## config.mk

```make
export PLATFORM = sky130hd
export DESIGN_NAME = md_unit
export DESIGN_NICKNAME = d
export VERILOG_FILES = /design/src/rtl/md_pkg.sv /design/src/rtl/md_div_step.sv /design/src/rtl/md_unit.sv
export SDC_FILE = /design/constraint.sdc
export NUM_CORES = 1
export LEC_CHECK = 0
export ABC_AREA = 1
export BUFFER_PORTS_ARGS = -buffer_cell sky130_fd_sc_hd__buf_4
export CAP_MARGIN = 10
export CORE_UTILIZATION = 35
export DETAILED_ROUTE_END_ITERATION = 7
export SYNTH_ARGS = -nofsm -noshare
export SYNTH_HDL_FRONTEND = slang
export SYNTH_SLANG_ARGS = --single-unit
```

## constraint.sdc

```tcl
create_clock -name clock -period 3.83 [get_ports clock]
set_input_delay 0.383 -clock clock [delete_from_list [all_inputs] [get_ports clock]]
set_output_delay 0.383 -clock clock [all_outputs]
set_load 0.03 [all_outputs]
```

## src/rtl/md_pkg.sv

```systemverilog
// Shared types and constants for the multi-cycle multiply/divide unit.
package md_pkg;

  typedef enum logic [2:0] {
    IDLE,
    LOAD,
    ITER,
    FIX,
    DONE
  } md_state_e;

  localparam logic        OP_MUL       = 1'b0;
  localparam logic        OP_DIV       = 1'b1;
  localparam int unsigned OP_UNSIGNED  = 1;
  localparam int unsigned MD_DEF_WIDTH = 32;

  function automatic int unsigned md_cnt_w(input int unsigned w);
    return $clog2(w + 1);
  endfunction

endpackage

```

## src/rtl/md_div_step.sv

```systemverilog
// One restoring-division iteration: shift in the next dividend bit, trial-subtract, restore on borrow.
module md_div_step #(
  parameter int unsigned WIDTH = 32
) (
  input  logic [WIDTH-1:0] rem_i,
  input  logic [WIDTH-1:0] quo_i,
  input  logic [WIDTH-1:0] div_i,
  output logic [WIDTH-1:0] rem_o,
  output logic [WIDTH-1:0] quo_o
);

  logic [WIDTH:0]   shifted;
  logic [WIDTH+1:0] diff;
  logic [1:0]       unused_bits;

  always_comb begin
    shifted = {rem_i, quo_i[WIDTH-1]};
    diff    = {1'b0, shifted} - {2'b00, div_i};
    if (diff[WIDTH+1]) begin
      rem_o = shifted[WIDTH-1:0];
      quo_o = {quo_i[WIDTH-2:0], 1'b0};
    end else begin
      rem_o = diff[WIDTH-1:0];
      quo_o = {quo_i[WIDTH-2:0], 1'b1};
    end
  end

  // Top bits are provably zero whenever the corresponding value is selected.
  assign unused_bits = {shifted[WIDTH], diff[WIDTH]};

endmodule

```

## src/rtl/md_unit.sv

```systemverilog
// Multi-cycle signed multiply (radix-2 Booth) / divide (restoring on magnitudes) unit.
// Optional build macro MD_UNSIGNED_EN: op[1] selects unsigned MUL/DIV.
module md_unit
  import md_pkg::*;
#(
  parameter int unsigned WIDTH = MD_DEF_WIDTH
) (
  input  logic             clock,
  input  logic             clear,
  input  logic             start,
  input  logic [1:0]       op,
  input  logic [WIDTH-1:0] a,
  input  logic [WIDTH-1:0] b,
  output logic             busy,
  output logic             done,
  output logic [WIDTH-1:0] hi_out,
  output logic [WIDTH-1:0] lo_out,
  output logic             div_by_zero
);

  localparam int unsigned     CntW    = md_cnt_w(WIDTH);
  localparam logic [CntW-1:0] CntLast = CntW'(WIDTH - 1);

`ifdef MD_UNSIGNED_EN
  localparam logic UnsEn = 1'b1;
`else
  localparam logic UnsEn = 1'b0;
`endif

  md_state_e       state_q, state_d;
  logic            div_q, div_d;
  logic            uns_q, uns_d;
  logic [WIDTH-1:0] a_q, a_d, b_q, b_d;
  logic [WIDTH:0]   acc_q, acc_d;
  logic [WIDTH-1:0] q_q, q_d;
  logic            qm1_q, qm1_d;
  logic [WIDTH:0]   m_q, m_d;
  logic [CntW-1:0]  cnt_q, cnt_d;
  logic [WIDTH-1:0] hi_q, hi_d, lo_q, lo_d;
  logic            dbz_q, dbz_d;

  logic            a_neg, b_neg, accept, shift_in;
  logic [WIDTH-1:0] a_mag, b_mag, quo_fix, rem_fix, div_rem, div_quo;
  logic [WIDTH:0]   booth_sum;

  // Accumulator holds the remainder during DIV; q holds the quotient, m the divisor magnitude.
  md_div_step #(.WIDTH(WIDTH)) u_div_step (
    .rem_i (acc_q[WIDTH-1:0]),
    .quo_i (q_q),
    .div_i (m_q[WIDTH-1:0]),
    .rem_o (div_rem),
    .quo_o (div_quo)
  );

  always_comb begin
    a_neg   = a_q[WIDTH-1] & ~uns_q;
    b_neg   = b_q[WIDTH-1] & ~uns_q;
    a_mag   = a_neg ? -a_q : a_q;
    b_mag   = b_neg ? -b_q : b_q;
    quo_fix = (a_neg ^ b_neg) ? -q_q : q_q;
    rem_fix = a_neg ? -acc_q[WIDTH-1:0] : acc_q[WIDTH-1:0];
    // Unsigned multiply degenerates to shift-add with a zero shifted into the accumulator.
    if (uns_q) begin
      booth_sum = q_q[0] ? acc_q + m_q : acc_q;
      shift_in  = 1'b0;
    end else begin
      unique case ({q_q[0], qm1_q})
        2'b01:   booth_sum = acc_q + m_q;
        2'b10:   booth_sum = acc_q - m_q;
        default: booth_sum = acc_q;
      endcase
      shift_in = booth_sum[WIDTH];
    end
  end

  always_comb begin
    state_d = state_q;
    div_d   = div_q;
    uns_d   = uns_q;
    a_d     = a_q;
    b_d     = b_q;
    acc_d   = acc_q;
    q_d     = q_q;
    qm1_d   = qm1_q;
    m_d     = m_q;
    cnt_d   = cnt_q;
    hi_d    = hi_q;
    lo_d    = lo_q;
    dbz_d   = dbz_q;
    busy    = 1'b0;
    done    = 1'b0;
    accept  = 1'b0;

    unique case (state_q)
      IDLE: accept = start;
      LOAD: begin
        busy  = 1'b1;
        cnt_d = '0;
        acc_d = '0;
        qm1_d = 1'b0;
        if (div_q == OP_DIV) begin
          q_d = a_mag;
          m_d = {1'b0, b_mag};
        end else begin
          q_d = b_q;
          m_d = {~uns_q & a_q[WIDTH-1], a_q};
        end
        state_d = ITER;
      end
      ITER: begin
        busy = 1'b1;
        if (div_q == OP_DIV) begin
          acc_d = {1'b0, div_rem};
          q_d   = div_quo;
        end else begin
          acc_d = {shift_in, booth_sum[WIDTH:1]};
          q_d   = {booth_sum[0], q_q[WIDTH-1:1]};
          qm1_d = q_q[0];
        end
        cnt_d = cnt_q + 1'b1;
        if (cnt_q == CntLast) state_d = FIX;
      end
      FIX: begin
        busy = 1'b1;
        if (div_q == OP_DIV) begin
          if (b_q == '0) begin
            hi_d  = a_q;
            lo_d  = '1;
            dbz_d = 1'b1;
          end else begin
            hi_d = rem_fix;
            lo_d = quo_fix;
          end
        end else begin
          hi_d = acc_q[WIDTH-1:0];
          lo_d = q_q;
        end
        state_d = DONE;
      end
      DONE: begin
        done    = 1'b1;
        accept  = start;
        state_d = IDLE;
      end
      default: state_d = IDLE;
    endcase

    if (accept) begin
      state_d = LOAD;
      div_d   = (op[0] == OP_DIV);
      uns_d   = op[OP_UNSIGNED] & UnsEn;
      a_d     = a;
      b_d     = b;
      dbz_d   = 1'b0;
    end
  end

  always_ff @(posedge clock or negedge clear) begin
    if (!clear) begin
      state_q <= IDLE;
      div_q   <= 1'b0;
      uns_q   <= 1'b0;
      a_q     <= '0;
      b_q     <= '0;
      acc_q   <= '0;
      q_q     <= '0;
      qm1_q   <= 1'b0;
      m_q     <= '0;
      cnt_q   <= '0;
      hi_q    <= '0;
      lo_q    <= '0;
      dbz_q   <= 1'b0;
    end else begin
      state_q <= state_d;
      div_q   <= div_d;
      uns_q   <= uns_d;
      a_q     <= a_d;
      b_q     <= b_d;
      acc_q   <= acc_d;
      q_q     <= q_d;
      qm1_q   <= qm1_d;
      m_q     <= m_d;
      cnt_q   <= cnt_d;
      hi_q    <= hi_d;
      lo_q    <= lo_d;
      dbz_q   <= dbz_d;
    end
  end

  assign hi_out      = hi_q;
  assign lo_out      = lo_q;
  assign div_by_zero = dbz_q;

endmodule

```

==> results of run 1 <==
placed cells by master, fill, tap and decap left out, types with 6 or more instances in the layout:
cell type                       count
sky130_fd_sc_hd__or2_2              9
sky130_fd_sc_hd__o21ai_0          193
sky130_fd_sc_hd__clkbuf_16         29
sky130_fd_sc_hd__a31oi_1           45
sky130_fd_sc_hd__clkbuf_1           6
sky130_fd_sc_hd__o221ai_1          34
sky130_fd_sc_hd__dfrtp_1          236
sky130_fd_sc_hd__inv_1            452
sky130_fd_sc_hd__nand2_2            7
sky130_fd_sc_hd__dlygate4sd3_1     27
sky130_fd_sc_hd__and2_1             7
sky130_fd_sc_hd__nand4_1           38
sky130_fd_sc_hd__nor2_1           364
sky130_fd_sc_hd__nor4_1             6
sky130_fd_sc_hd__inv_2             13
sky130_fd_sc_hd__nor2_4             6
sky130_fd_sc_hd__nand3b_1          15
sky130_fd_sc_hd__nor3_2            11
sky130_fd_sc_hd__ha_1              71
sky130_fd_sc_hd__nand3_1          264
sky130_fd_sc_hd__o21bai_1           8
sky130_fd_sc_hd__o21ai_1           10
sky130_fd_sc_hd__clkbuf_8           6
sky130_fd_sc_hd__buf_12             6
sky130_fd_sc_hd__xor2_1            93
sky130_fd_sc_hd__clkinv_2           6
sky130_fd_sc_hd__a21oi_1          186
sky130_fd_sc_hd__nand2_1         1047
sky130_fd_sc_hd__xnor2_1           11
sky130_fd_sc_hd__buf_4            219
sky130_fd_sc_hd__nor3_1            31
sky130_fd_sc_hd__o211ai_1          34
cell families (layout without fill, tap and decap cells):
kind of cell,Yosys count,in the layout
DFF,238,238
and+or+nand+nor,1820,1820
AOI/OAI and AO/OA,544,544
xor gates and xnor gates,106,106
buffers and inverters,597,776
adders and majority gates,73,73
worst max-delay path by stage:
stage,endpoint,depth (start not counted)
floorplan,acc_q[31],24
global placement,acc_q[32],22
detailed placement,acc_q[30],24
CTS,acc_q[30],24
global route,acc_q[31],25
finish,acc_q[30],22
registers in the layout, summed over array words and instances (netlist names):
| name | count |
|---|---|
| cnt_q | 6 |
| lo_out | 32 |
| a_q | 32 |
| div_by_zero | 1 |
| qm1_q | 1 |
| q_q | 32 |
| state_q | 3 |
| acc_q | 33 |
| hi_out | 32 |
| m_q | 33 |
| b_q | 32 |
| div_q | 1 |
tightest hold or removal path: cells and delay by family:
kind | cells | cell delay (ps)
AND/OR/NAND/NOR | 1 | 40
AO/OA/AOI/OAI | 1 | 60
buffers and inverters | 1 | 80
what timing repair did:
item                                   CTS  global route
endpoints found under the hold margin  116             0
hold buffers                            27             0
setup endpoints to repair                0            21
gates resized for setup                  0            31
setup buffers                            0             1
layer usage:
metal | track usage, % | vias up | wire [um]
li1 | - | 11220 | -
met1 | 41.04 | 10710 | 39170
met2 | 41.03 | 966 | 36210
met3 | 4.049 | 159 | 6991
met4 | 9.152 | 2 | 3176
met5 | 0 | - | 11
final cells by class:
| cell class | count | area (um^2) |
|---|---|---|
| well taps | 765 | 957.2 |
| repair buffers | 253 | 2049 |
| inverters | 470 | 1769 |
| clock buffers | 41 | 830.8 |
| clock inverters | 12 | 126.4 |
| multi-input cells | 2543 | 12660 |
| fillers | 6266 | 33790 |
| flip-flops and latches | 238 | 5961 |
metrics by stage:
| stage | instance area [um^2] | cells | setup WS (ps) | util, % | hold WS, ps |
|---|---|---|---|---|---|
| finish | 24350 | 4322 | 211.0 | 41.88 | 16.80 |
| floorplan | 20770 | 3378 | 619.4 | - | 87.41 |
| detailed placement | 22990 | 4241 | 108.4 | 39.55 | 476.2 |
| CTS | 24220 | 4321 | 66.45 | 41.66 | 0.4662 |
| global route | 24350 | 4322 | -28.00 | 41.88 | 19.77 |
| global placement | 22990 | 4241 | 104.0 | 39.55 | 477.3 |
==> insert_results.sql, run 1 <==
INSERT INTO impl_metrics (metric_group, metric, value, unit) VALUES
('floorplanning', 'rows', '88', ''),
('timing', 'timing.final.hold_violations', '0', ''),
('yosys', 'yosys.area_share.simple', '36.47', '%'),
('outcome', 'status', 'finished clean', ''),
('timing', 'fmaxAchievable', '0.2763', 'GHz'),
('worst_setup_path', 'crit_buf_inv', '5', ''),
('yosys', 'synth-adder-area-share', '4.469', '%'),
('finish', 'drive_gt1_share', '9.755', '%'),
('routing', 'drc', '0', ''),
('finish', 'area_growth_from_synthesis_to_layout', '17.21', '%'),
('floorplanning', 'die_w', '245.6', 'um'),
('place', 'gp_congestion', '1.009', ''),
('yosys', 'post_synth_inst_count', '3378', ''),
('yosys', 'syn-mean-instance-area', '6.150', 'um^2'),
('worst_setup_path', 'r2r_cells', '22', ''),
('yosys', 'seq_area_frac_synth', '28.67', '%'),
('worst_setup_path', 'timing.reg2reg.setup_slack', '210', 'ps'),
('worst_setup_path', 'worst_path_max_delay_cell', 'sky130_fd_sc_hd__dfrtp_1', ''),
('worst_setup_path', 'critical-path-top-cell-by-count', 'sky130_fd_sc_hd__nand2_1', ''),
('clocking', 'clock_sinks', '238', ''),
('yosys', 'synth-main-ff-cell', 'sky130_fd_sc_hd__dfrtp_1', ''),
('grt', 'number_of_antenna_violations_at_the_first_check_in_global_routing', '1', ''),
('timing', 'worst-slew-pin-transition', '1086', 'ps'),
('grt', 'overflow', '0', ''),
('yosys', 'yosys.cell_count.top_type', 'sky130_fd_sc_hd__nand2_1', ''),
('yosys', 'postSynthNetCount', '3520', ''),
('timing', 'finalCritPeriodShare', '94.49', '%'),
('timing', 'relSlewSlack', '27.62', '%'),
('timing', 'final_max_slew_viol_count', '0', ''),
('routing', 'antenna_left', '0', ''),
('routing', 'dr.first_iter.drc_count', '2714', ''),
('yosys', 'largest_family_of_logic_cells_by_synthesized_area', 'simple AND/OR/NAND/NOR gates', ''),
('clocking', 'number_of_buffers_created_by_cts', '29', ''),
('timing', 'period_minus_slack', '3619', 'ps'),
('yosys', 'async_flop_share', '100.0', '%'),
('floorplanning', 'starting_density', '35.74', '%'),
('grt', 'grt_start_max_net_pins', '94', ''),
('clocking', 'cts.clk_slew.worst_paths', '60', 'ps'),
('grt', 'vias_in_the_first_global_route', '20750', ''),
('worst_hold_path', 'hold_depth', '3', ''),
('grt', 'total_routing_usage_gr', '27.80', '%'),
('floorplanning', 'die_h', '245.6', 'um'),
('finish', 'nNetsFinal', '3677', ''),
('clocking', 'clock-root-buffer', 'sky130_fd_sc_hd__clkbuf_16', ''),
('worst_setup_path', 'arrival', '4140', 'ps'),
('worst_setup_path', 'critical_path.top_delay_family', 'simple AND/OR/NAND/NOR gates', ''),
('yosys', 'synth-warning-count', '0', ''),
('clocking', 'cts_buffer_depth', '3', ''),
('worst_setup_path', 'cp_slowest_stage_delay', '360', 'ps'),
('worst_setup_path', 'setup.worst_path.end_class', 'flop', ''),
('yosys', 'synthDominantCellAreaShare', '28.67', '%'),
('worst_setup_path', 'path_max_fanout', '7', ''),
('worst_setup_path', 'worstSetupPathType', 'reg -> reg', ''),
('grt', 'first_pass_grt_wire_length', '127.9', 'mm'),
('worst_setup_path', 'setup.worst_path.start_class', 'flop', ''),
('worst_hold_path', 'hold_start', 'b[10]', ''),
('place', 'detailed_place_hpwl', '66.90', 'mm'),
('yosys', 'yosys-mux-area-fraction', '0', '%'),
('worst_setup_path', 'r2r_end', 'acc_q[30]', ''),
('clocking', 'cts_max_level', '1', ''),
('yosys', 'syn-cell-area', '20770', 'um^2'),
('clocking', 'worst_skew_pair.late_latency', '590', 'ps'),
('worst_setup_path', 'timing.rr.start', 'qm1_q', ''),
('routing', 'vias', '23050', ''),
('place', 'port_buffers', '134', ''),
('yosys', 'synth.distinct_cells', '52', ''),
('timing', 'fin_setup_tns', '0', 'ps'),
('floorplanning', 'core_area', '58140', 'um^2'),
('finish', 'antenna_cells_inserted', '0', ''),
('worst_setup_path', 'crit_path_cell_trace', 'inv_1, ha_1, clkinvlp_4, buf_4, nand2_1, o21ai_0, xor2_1, inv_1, ha_1, nand2_1, inv_1, a21oi_1, nand2_1, nand2_1, nand2_1, nand2_1, nand2_1, nand2_1, nand3_1, nand2_1, nand3_1, nand2_1', ''),
('routing', 'wl_per_cell', '19.80', 'um');
Power of run 1 is not shown: default switching activity piles up to over one toggle a cycle in this logic, so the estimate is an artifact.
==> run 2: changes to the inputs <==
==> constraint.sdc (replaced) <==
create_clock -name clock -period 3.83 [get_ports clock]
set_input_delay 0.1915 -clock clock [delete_from_list [all_inputs] [get_ports clock]]
set_output_delay 0.1915 -clock clock [all_outputs]
set_load 0.03 [all_outputs]
==> run 2 against run 1 <==
Against the previous run: die area is the same; count of clock-buffer cells in the layout is the same; critical path depth is the same; final cell count grew 0.76%; sequential cell count is the same; clock skew grew 11 ps; global-route usage grew 0.32 points; sequential share of layout area shrank 0.26 points; fmax grew 0.77%; final area grew 1.1%; worst hold slack gained 5.3 ps; setup slack gained 28 ps.
==> insert_results.sql, run 2 (same netlist as run 1, synthesis figures left out) <==
INSERT INTO impl_metrics (metric_group, metric, value, unit) VALUES
('outcome', 'status', 'finished clean', ''),
('routing', 'wl_per_cell', '19.73', 'um'),
('timing', 'fmaxAchievable', '0.2785', 'GHz'),
('timing', 'final_max_slew_viol_count', '0', ''),
('timing', 'timing.final.hold_violations', '0', ''),
('clocking', 'cts_tree', 'built', ''),
('grt', 'first_pass_grt_wire_length', '129.4', 'mm'),
('timing', 'finalCritPeriodShare', '93.77', '%'),
('timing', 'finalSetupViolations', '0', ''),
('floorplanning', 'die_h', '245.6', 'um'),
('clocking', 'worst_skew_pair.late_latency', '580', 'ps'),
('grt', 'vias_in_the_first_global_route', '21160', ''),
('worst_hold_path', 'type_of_the_worst_min_delay_path', 'in -> reg', ''),
('timing', 'hold_slack', '22.09', 'ps'),
('routing', 'vias', '23040', ''),
('clocking', 'cts.clk_slew.worst_paths', '60', 'ps'),
('floorplanning', 'core_area', '58140', 'um^2'),
('routing', 'antenna_left', '0', ''),
('routing', 'viasPerCell', '5.290', ''),
('timing', 'relSlewSlack', '28.36', '%'),
('routing', 'finalWirelength', '85.91', 'mm'),
('finish', 'nNetsFinal', '3714', ''),
('clocking', 'clock_sinks', '238', ''),
('flow_run', 'maxCapViolCount', '0', ''),
('worst_setup_path', 'worstSetupPathType', 'reg -> reg', ''),
('routing', 'drc', '0', ''),
('timing', 'fin_skew', '25.01', 'ps'),
('floorplanning', 'die_w', '245.6', 'um'),
('grt', 'grt_start_max_net_pins', '85', ''),
('clocking', 'clock-root-buffer', 'sky130_fd_sc_hd__clkbuf_16', ''),
('worst_setup_path', 'setup.worst_path.end_class', 'flop', ''),
('place', 'dp_cells', '4238', ''),
('worst_setup_path', 'arrival', '4090', 'ps'),
('clocking', 'cts_max_level', '1', ''),
('place', 'detailed_place_hpwl', '66.86', 'mm'),
('finish', 'layout_commonest_cell', 'sky130_fd_sc_hd__nand2_1', ''),
('place', 'placement.cell_area', '22960', 'um^2'),
('place', 'gp_congestion', '0.9911', ''),
('place', 'port_buffers', '134', ''),
('finish', 'area_growth_from_synthesis_to_layout', '18.48', '%'),
('worst_setup_path', 'critical_path_required', '4330', 'ps'),
('finish', 'postLayoutCoreUtil', '42.34', '%'),
('finish', 'antenna_cells_inserted', '0', ''),
('floorplanning', 'rows', '88', ''),
('timing', 'unrepaired_setup_endpoints_after_global_routing', 'yes', ''),
('timing', 'period_minus_slack', '3591', 'ps'),
('floorplanning', 'num_io_pins', '136', ''),
('grt', 'total_routing_usage_gr', '28.12', '%'),
('floorplanning', 'die_area', '60330', 'um^2'),
('floorplanning', 'starting_density', '35.74', '%'),
('finish', 'drive_gt1_share', '9.248', '%'),
('finish', 'final-instance-count-excl-fill', '4355', ''),
('clocking', 'number_of_buffers_created_by_cts', '28', ''),
('worst_setup_path', 'path_max_fanout', '8', ''),
('routing', 'dr.pass1.iters', '5', ''),
('finish', 'finalInstanceArea', '24610', 'um^2'),
('grt', 'overflow', '0', ''),
('routing', 'dr.first_iter.drc_count', '2474', ''),
('clocking', 'cts_buffer_depth', '3', ''),
('finish', 'most-common-layout-cells', '1,050 x sky130_fd_sc_hd__nand2_1, 451 x sky130_fd_sc_hd__inv_1, 363 x sky130_fd_sc_hd__nor2_1, 264 x sky130_fd_sc_hd__nand3_1, 236 x sky130_fd_sc_hd__dfrtp_1', ''),
('timing', 'worst-slew-pin-transition', '1075', 'ps'),
('finish', 'layout_top_registers', 'acc_q: 33 flops, m_q: 33 flops', ''),
('grt', 'number_of_antenna_violations_at_the_first_check_in_global_routing', '6', ''),
('worst_setup_path', 'setup.worst_path.start_class', 'flop', ''),
('finish', 'num-fill-cells', '6300', '');
[run 2: area by class of cell]
type | count | area [um^2] | share of cell area [%]
Multi-Input combinational cell | 2543 | 12620 | 51.28
Sequential cell | 238 | 5961 | 24.22
Timing Repair Buffer | 291 | 2420 | 9.831
Inverter | 470 | 1769 | 7.188
Tap cell | 765 | 957.2 | 3.889
Clock buffer | 41 | 800.8 | 3.253
Clock inverter | 7 | 85.08 | 0.3457
[run 2: per-stage QoR]
step	setup WS, ps	setup TNS [ps]
after global placement	109.3	0
after floorplan	619.4	0
after detailed placement	9.541	0
final	238.7	0
after global routing	-19.89	-25.91
after CTS	28.51	0
[run 2: critical path, stage by stage, from the launching register on]
cell and delay [ps]:
sky130_fd_sc_hd__dfrtp_1 360, sky130_fd_sc_hd__inv_1 70, sky130_fd_sc_hd__ha_1 260, sky130_fd_sc_hd__clkinvlp_4 270, sky130_fd_sc_hd__buf_4 230, sky130_fd_sc_hd__nand2_1 100, sky130_fd_sc_hd__o21ai_0 110, sky130_fd_sc_hd__xor2_1 200
sky130_fd_sc_hd__inv_1 70, sky130_fd_sc_hd__ha_1 320, sky130_fd_sc_hd__nand2_1 150, sky130_fd_sc_hd__inv_1 50, sky130_fd_sc_hd__a21oi_1 220, sky130_fd_sc_hd__nand2_1 160, sky130_fd_sc_hd__nand2_1 110, sky130_fd_sc_hd__nand2_1 170
sky130_fd_sc_hd__nand2_1 130, sky130_fd_sc_hd__nand2_1 60, sky130_fd_sc_hd__nand2_1 60, sky130_fd_sc_hd__nand3_1 110, sky130_fd_sc_hd__nand2_1 120, sky130_fd_sc_hd__nand3_1 100, sky130_fd_sc_hd__nand2_1 80
[run 2: metal layers]
layer / share of wire [%] / vias up / global-route usage, %
met5: 0.050 / - / 0
met4: 4.1 / 6 / 10.61
met3: 8.7 / 162 / 5.544
met2: 42 / 920 / 41.57
met1: 45 / 10670 / 40.05
li1: - / 11280 / -
[run 2: timing repair]
| item | CTS | global route |
|---|---|---|
| setup buffers | 0 | 3 |
| setup endpoints to repair | 2 | 20 |
| hold buffers | 66 | 0 |
| hold endpoints to repair | 146 | 0 |
| pin swaps | 0 | 3 |
| gates resized for setup | 1 | 22 |
[run 2: final timing paths]
path / start / to / slack [ps] / cells past startpoint
max reg2reg: qm1_q / acc_q[22] / 240 / 22
max: qm1_q / acc_q[22] / 240 / 22
min in group asynchronous: clear / lo_out[31] / 190 / 2
max in group asynchronous: clear / acc_q[24] / 2750 / 3
min: start / state_q[0] / 20 / 3
min reg2reg: cnt_q[3] / cnt_q[3] / 490 / 1
Power of run 2 is left out for the same reason.
